$ cat config.mk
export PLATFORM = sky130hd
export DESIGN_NAME = sram_init_seq
export DESIGN_NICKNAME = d
export VERILOG_FILES = /design/src/rtl/sram_init_seq.sv
export SDC_FILE = /design/constraint.sdc
export NUM_CORES = 1
export LEC_CHECK = 0
export CAP_MARGIN = 0
export CORE_ASPECT_RATIO = 1.5
export CORE_MARGIN = 2
export CORE_UTILIZATION = 39
export CTS_CLUSTER_DIAMETER = 120
export DETAILED_ROUTE_END_ITERATION = 10
export GPL_TIMING_DRIVEN = 0
export MAX_ROUTING_LAYER = met4
export PLACE_DENSITY = 0.84
export SYNTH_ARGS = -nofsm -noshare
export SYNTH_HDL_FRONTEND = slang
export SYNTH_SLANG_ARGS = --single-unit
export TNS_END_PERCENT = 5
$ cat constraint.sdc
create_clock -name HCLK -period 3.1 [get_ports HCLK]
set_clock_uncertainty 0.15 [all_clocks]
set_input_delay 0.775 -clock HCLK [delete_from_list [all_inputs] [get_ports HCLK]]
set_output_delay 0.775 -clock HCLK [all_outputs]
set_load 0.1 [all_outputs]
$ cat src/rtl/sram_init_seq.sv
// sram_init_seq: fills an SRAM macro with a fixed pattern after reset,
// optionally reads every word back and checks it, and holds the SoC in
// reset until the sequence has finished. Afterwards the SoC port is
// connected straight through to the macro.
module sram_init_seq #(
    parameter int          AW        = 12,
    parameter logic [31:0] FILL_WORD = 32'h0000_0000,
    parameter bit          VERIFY    = 1'b1
) (
    input  logic          HCLK,
    input  logic          HRESETn,
    input  logic          SRAMCS,
    input  logic [3:0]    SRAMWEN,
    input  logic [31:0]   SRAMWDATA,
    input  logic [AW-3:0] SRAMADDR,
    output logic [31:0]   SRAMRDATA,
    output logic          M_SRAMCS,
    output logic [3:0]    M_SRAMWEN,
    output logic [31:0]   M_SRAMWDATA,
    output logic [AW-3:0] M_SRAMADDR,
    input  logic [31:0]   M_SRAMRDATA,
    output logic          SOC_HRESETn,
    output logic          INIT_DONE,
    output logic          INIT_FAIL,
    output logic [AW-3:0] FAIL_ADDR
);

    localparam int WAW   = AW - 2;
    localparam int DEPTH = 2 ** WAW;

    // Counter is one bit wider than the word address so the verify pass can
    // spend one extra cycle (count == DEPTH) on the final pipelined compare.
    localparam logic [WAW:0] CNT_LAST_FILL  = (WAW + 1)'(DEPTH - 1);
    localparam logic [WAW:0] CNT_END_VERIFY = (WAW + 1)'(DEPTH);
    localparam logic [WAW:0] CNT_ONE        = (WAW + 1)'(1);

    typedef enum logic [1:0] {
        ST_FILL   = 2'd0,
        ST_VERIFY = 2'd1,
        ST_DONE   = 2'd2
    } state_t;

    state_t         state_reg, state_next;
    logic [WAW:0]   cnt_reg, cnt_next;

    // Macro-side access generated by the sequencer (registered).
    logic           init_cs_reg, init_cs_next;
    logic [3:0]     init_wen_reg, init_wen_next;
    logic [31:0]    init_wdata_reg, init_wdata_next;
    logic [WAW-1:0] init_addr_reg, init_addr_next;

    // Read-back compare pipeline: the read presented in the previous cycle.
    logic           cmp_vld_reg;
    logic [WAW-1:0] cmp_addr_reg;
    logic           cmp_miss;

    logic           fail_reg;
    logic [WAW-1:0] fail_addr_reg;
    logic           done_reg;
    logic           soc_rst_n_reg;

    // State and access registers; reset restarts the whole sequence at word 0.
    always_ff @(posedge HCLK or negedge HRESETn) begin
        if (!HRESETn) begin
            state_reg      <= ST_FILL;
            cnt_reg        <= '0;
            init_cs_reg    <= 1'b0;
            init_wen_reg   <= 4'h0;
            init_wdata_reg <= 32'h0;
            init_addr_reg  <= '0;
        end else begin
            state_reg      <= state_next;
            cnt_reg        <= cnt_next;
            init_cs_reg    <= init_cs_next;
            init_wen_reg   <= init_wen_next;
            init_wdata_reg <= init_wdata_next;
            init_addr_reg  <= init_addr_next;
        end
    end

    // Next state, address counter and the macro access for the coming cycle.
    always_comb begin
        state_next      = state_reg;
        cnt_next        = cnt_reg;
        init_cs_next    = 1'b0;
        init_wen_next   = 4'h0;
        init_wdata_next = 32'h0;
        init_addr_next  = '0;
        case (state_reg)
            ST_FILL: begin
                init_cs_next    = 1'b1;
                init_wen_next   = 4'hF;
                init_wdata_next = FILL_WORD;
                init_addr_next  = cnt_reg[WAW-1:0];
                if (cnt_reg == CNT_LAST_FILL) begin
                    cnt_next   = '0;
                    state_next = VERIFY ? ST_VERIFY : ST_DONE;
                end else begin
                    cnt_next = cnt_reg + CNT_ONE;
                end
            end
            ST_VERIFY: begin
                if (cnt_reg == CNT_END_VERIFY) begin
                    // Compare-only cycle for the last read; no access issued.
                    cnt_next   = '0;
                    state_next = ST_DONE;
                end else begin
                    init_cs_next   = 1'b1;
                    init_addr_next = cnt_reg[WAW-1:0];
                    cnt_next       = cnt_reg + CNT_ONE;
                end
            end
            ST_DONE: begin
                state_next = ST_DONE;
            end
            default: begin
                state_next = ST_FILL;
                cnt_next   = '0;
            end
        endcase
    end

    // Read data for the previous read is on M_SRAMRDATA this cycle.
    assign cmp_miss = cmp_vld_reg && (M_SRAMRDATA != FILL_WORD);

    // Compare pipeline and sticky first-failure capture.
    always_ff @(posedge HCLK or negedge HRESETn) begin
        if (!HRESETn) begin
            cmp_vld_reg   <= 1'b0;
            cmp_addr_reg  <= '0;
            fail_reg      <= 1'b0;
            fail_addr_reg <= '0;
        end else begin
            cmp_vld_reg  <= init_cs_reg && (init_wen_reg == 4'h0);
            cmp_addr_reg <= init_addr_reg;
            if (cmp_miss && !fail_reg) begin
                fail_reg      <= 1'b1;
                fail_addr_reg <= cmp_addr_reg;
            end
        end
    end

    // Completion flag, then SoC reset release one cycle later.
    always_ff @(posedge HCLK or negedge HRESETn) begin
        if (!HRESETn) begin
            done_reg      <= 1'b0;
            soc_rst_n_reg <= 1'b0;
        end else begin
            if (state_reg == ST_DONE) begin
                done_reg <= 1'b1;
            end
            soc_rst_n_reg <= done_reg;
        end
    end

    // Pass-through is purely combinational once done so the SoC sees no
    // extra latency; before that the SoC side is ignored and reads as zero.
    assign M_SRAMCS    = done_reg ? SRAMCS    : init_cs_reg;
    assign M_SRAMWEN   = done_reg ? SRAMWEN   : init_wen_reg;
    assign M_SRAMWDATA = done_reg ? SRAMWDATA : init_wdata_reg;
    assign M_SRAMADDR  = done_reg ? SRAMADDR  : init_addr_reg;
    assign SRAMRDATA   = done_reg ? M_SRAMRDATA : 32'h0;

    assign SOC_HRESETn = soc_rst_n_reg;
    assign INIT_DONE   = done_reg;
    assign INIT_FAIL   = fail_reg;
    assign FAIL_ADDR   = fail_addr_reg;

endmodule

# Word level (Yosys, flattened, before mapping)

Cells that the tools add are included.

$add $sub $neg: 1
Reduce and logical (&&, ||, !) cells: 8
Eq/ne operators: 6
Mux-type cells: 16

Operator list:

| cell                                                   | count |
|---|---|
| 2-to-1 mux 32 bit                                      | 2 |
| case mux 11 bit (3 select lines)                       | 1 |
| nonzero test 32 bit                                    | 1 |
| 2-to-1 mux 11 bit                                      | 2 |
| 2-to-1 mux 10 bit                                      | 2 |
| case mux 10 bit (2 select lines)                       | 1 |
| adder 11 x 1 -> 11 bit (second input constant)         | 1 |
| equality test 11 x 10 -> 1 bit (second input constant) | 1 |
| equality test 11 bit (second input constant)           | 1 |
| 2-to-1 mux 4 bit                                       | 2 |
| case mux 2 bit (3 select lines)                        | 1 |
| zero test 4 bit                                        | 1 |
| 2-to-1 mux 2 bit                                       | 2 |
| inequality test 2 bit (second input constant)          | 2 |
| logical AND 1 bit                                      | 3 |
| equality test 2 x 1 -> 1 bit (second input constant)   | 1 |
| equality test 2 bit (second input constant)            | 1 |
| zero test 2 bit                                        | 1 |
| 2-to-1 mux 1 bit                                       | 2 |
| case mux 1 bit (2 select lines)                        | 1 |
| AND reduction 2 bit                                    | 1 |
| zero test 1 bit                                        | 1 |

Input port bits: 81
Word-level logic and storage cells: 42
Bits in registers: 52
Output and inout bits: 92

# Longest topological paths before layout

Depth after elaboration: 3
Mapped depth: 6
Depth with buffers taken out: 6

# Least setup slack after synthesis

Ideal clock, no wire load.

Kind: reg2out
Start: register done_reg, in the netlist INIT_DONE
End: output SRAMRDATA[25]
Buffers on the path: 2
Slack: -59 ps
Arrival time: 2234 ps
Stages on the path, launching flop included: 4
Path through: dfrtp_1 clkbuf_1 clkbuf_1 and2_1

Longest elaborated chain between the ends: 1

RTL lines:

| what                   | RTL line | RTL |
|---|---|---|
| from (decl)            | 59       | `logic done_reg;` |
| from (signal assigned) | 146      | `done_reg <= 1'b0;` |
| from (signal assigned) | 150      | `done_reg <= 1'b1;` |
| 2-to-1 mux 32 bit      | 162      | `assign SRAMRDATA = done_reg ? M_SRAMRDATA : 32'h0;` |
| to (decl)              | 16       | `output logic [31:0] SRAMRDATA,` |

Every way passes these cells.

# Worst setup path in the final report

Start: register done_reg, in the netlist INIT_DONE
End: output INIT_DONE

RTL lines:

| what      | RTL line | RTL |
|---|---|---|
| to (decl) | 23       | `output logic INIT_DONE,` |

No word-level cell between the ends.

==> flow_metrics.env <==
export IMPL_die_area_mm2=0.00744
export IMPL_firstDrtPassIters=4
export IMPL_routedWlPerCell_um=17.1
export IMPL_ant_nets=0
export IMPL_crit_path_cell_trace="clkdlybuf4s50_1"
export IMPL_start_kind="register"
export IMPL_routed_via_density=5.15
export IMPL_drc=0
export IMPL_cts_sinks=49
export IMPL_cts_made_buffers=5
export IMPL_seq_area_frac_synth=0.465
export IMPL_cts_setup_buffers=0
export IMPL_multi_input_area_mm2=0.00134
export IMPL_grt_pass1_vias=2664
export IMPL_synthesis_nets=342
export IMPL_critPathMaxFanout=11
export IMPL_synth_flop_cell="dfrtp_1"
export IMPL_tritoncts="yes"
export IMPL_cts_max_level=2
export IMPL_synth_top_cells_by_count="66 x and2_1, 49 x dfrtp_1, 18 x mux2_2, 17 x nand2_1, 10 x nor2b_1"
export IMPL_hold_path_class="in2async"
export IMPL_die_y_um=105
export IMPL_antenna_cells=0
export IMPL_rows=36
export IMPL_hold_viol_final=0
export IMPL_fp_dieW_um=71.1
export IMPL_slew_headroom=0.316
export IMPL_min_period_over_period=0.975
export IMPL_drtIter0Drc=108
export IMPL_dp_hpwl_mm=7.18
export IMPL_power_total_mw=1.13
export IMPL_io_pins=173
export IMPL_gr_total_overflow=0
export IMPL_rsz0062_at_grt="no"
export IMPL_largest_register_ffs=11
export IMPL_n_fill_cell=492
export IMPL_path_buf_inv=1
export IMPL_drv_slew=0
export IMPL_worstSetupPathType="reg2out"
export IMPL_p_leak_nw=1.89
export IMPL_syn_area_per_cell_um2=10.3
export IMPL_synth_most_common_cell="and2_1"
export IMPL_synthTopCellsByArea="dfrtp_1 47%, and2_1 16%, mux2_2 7.7%, nand2_1 2.4%, ha_1 2.4%"
export IMPL_synth_cell_type_count=41
export IMPL_critPathTopFamily="buffers and inverters"
export IMPL_synth_edf_count=0
export IMPL_ff_latch_area_mm2=0.00123
export IMPL_wirelength_mm=8.76
export IMPL_grt_usage=0.243
export IMPL_crit_arrival_ps=2100
export IMPL_setup_viol=0
export IMPL_final_setup_tns_ps=0
export IMPL_powerDensity_mw_per_mm2=244
export IMPL_outcome="complete, no violations"
export IMPL_ys_async_sr_fraction=1.00
export IMPL_cts_root_buf="clkbuf_8"
export IMPL_gp_congestion=0.847
export IMPL_grt_max_degree=40
export IMPL_clock_fmax_mhz=331
export IMPL_fin_crit_ps=3020
export IMPL_maxCapViolations=0
export IMPL_vdd_drop_max_uv=205
export IMPL_cts_path_max_buffers=2
export IMPL_cp_required_ps=2170
export IMPL_synthesis_area_mm2=0.00264
export IMPL_synth_area_leader_cell="dfrtp_1"
export IMPL_grt_pass1_wl_mm=13.9
export IMPL_antenna_found_initial=0
export IMPL_reg2reg_depth=6
export IMPL_synth_ff_latch_count=49
export IMPL_layout_nets=521
export IMPL_portBuffers=172
export IMPL_postSynthCellCount=256
export IMPL_clkLatencyLatePin_ps=300
export IMPL_vias=2639
export IMPL_coreArea_mm2=0.00653
export IMPL_synth_top_cell_area_share=0.465
export IMPL_dp_slack_ps=-473
export IMPL_syn_to_final_growth_pct=76.0
export IMPL_crit_path_max_incr_delay_ps=1240
export IMPL_layout_drive_gt1_share=0.273
export IMPL_cp_end_kind="output pin"
export IMPL_start_util=0.403
export IMPL_ys_warn_count=0
export IMPL_path_depth=1
export IMPL_cp_slowest_cell="clkdlybuf4s50_1"
export IMPL_path_clk_slew_ps=90
export IMPL_setup_slack_ps=78.4
export IMPL_tightest_slew_ps=1020
[through the flow]
step / hold slack (ps) / cells / area (um^2) / utilization
6_report: 195 / 512 / 4640 / 0.710
5_1_grt: 198 / 512 / 4640 / 0.710
4_1_cts: 190 / 513 / 4650 / 0.711
3_5_place_dp: 214 / 505 / 4470 / 0.684
3_3_place_gp: 203 / 504 / 4460 / 0.682
2_1_floorplan: 200 / 256 / 2640 / -
[metal layers]
layer / share of wire / track usage
met3: 0.071 / 0.0530
met1: 0.36 / 0.254
met4: 0.021 / 0.0633
met2: 0.55 / 0.453
met5: 0 / -
[layout make-up]
| class | instances | area share |
|---|---|---|
| Buffer | 11 | 0.00971 |
| Clock buffer | 5 | 0.0148 |
| Clock inverter | 3 | 0.00486 |
| Inverter | 8 | 0.00647 |
| Multi-Input combinational cell | 187 | 0.288 |
| Sequential cell | 49 | 0.264 |
| Tap cell | 76 | 0.0205 |
| Timing Repair Buffer | 173 | 0.391 |
[final timing paths]
kind | slack, ps | start | end
max | 80 | INIT_DONE$_DFFE_PN0N_ | INIT_DONE
min | 190 | HRESETn | cnt_reg[0]$_DFFE_PN0P_
max reg2reg | 850 | state_reg[0]$_DFFE_PN0P_ | state_reg[1]$_DFFE_PN0P_
min reg2reg | 230 | init_addr_reg[4]$_DFF_PN0_ | cmp_addr_reg[4]$_DFF_PN0_
max in group asynchronous | 2120 | HRESETn | INIT_FAIL$_DFFE_PN0P_
min in group HCLK | 230 | init_addr_reg[4]$_DFF_PN0_ | cmp_addr_reg[4]$_DFF_PN0_
[where the power goes]
group / internal [mW] / switching [mW] / leakage, nW
sequential: 0.638 / 0 / 0.627
combinational: 0.0906 / 0.0317 / 1.23
clock: 0.158 / 0.214 / 0.0364
total: 0.887 / 0.246 / 1.89
[cell usage in the layout, fill, tap and decap left out, types with 5 or more instances in the layout]
master	synthesis	layout
mux2_2	18	18
o21ai_0	9	9
and2_1	66	63
nand3_1	8	8
nor4_1	9	9
dfrtp_1	49	49
clkbuf_8	0	5
nand2_1	17	17
buf_2	2	6
clkdlybuf4s15_2	0	75
nor2b_1	10	10
inv_1	8	8
clkdlybuf4s50_1	0	92
clkbuf_1	9	8
ha_1	5	5
[timing repair]
item,4_1_cts,5_1_grt
resized for setup,241,2
endpoints found under the hold margin,0,0
hold buffers,0,0
setup endpoints to repair,79,63
[logic make-up after synthesis]
| kind of cell | after synthesis | share of synthesized area |
|---|---|---|
| AOI/OAI and AO/OA | 28 | 0.0798 |
| xor gates and xnor gates | 1 | 0.00332 |
| adders and majority gates | 5 | 0.0237 |
| buffers and inverters | 20 | 0.0294 |
| DFF | 49 | 0.465 |
| muxes | 22 | 0.0940 |
| and+or+nand+nor | 131 | 0.304 |
Power figures use the tool's default switching activity.
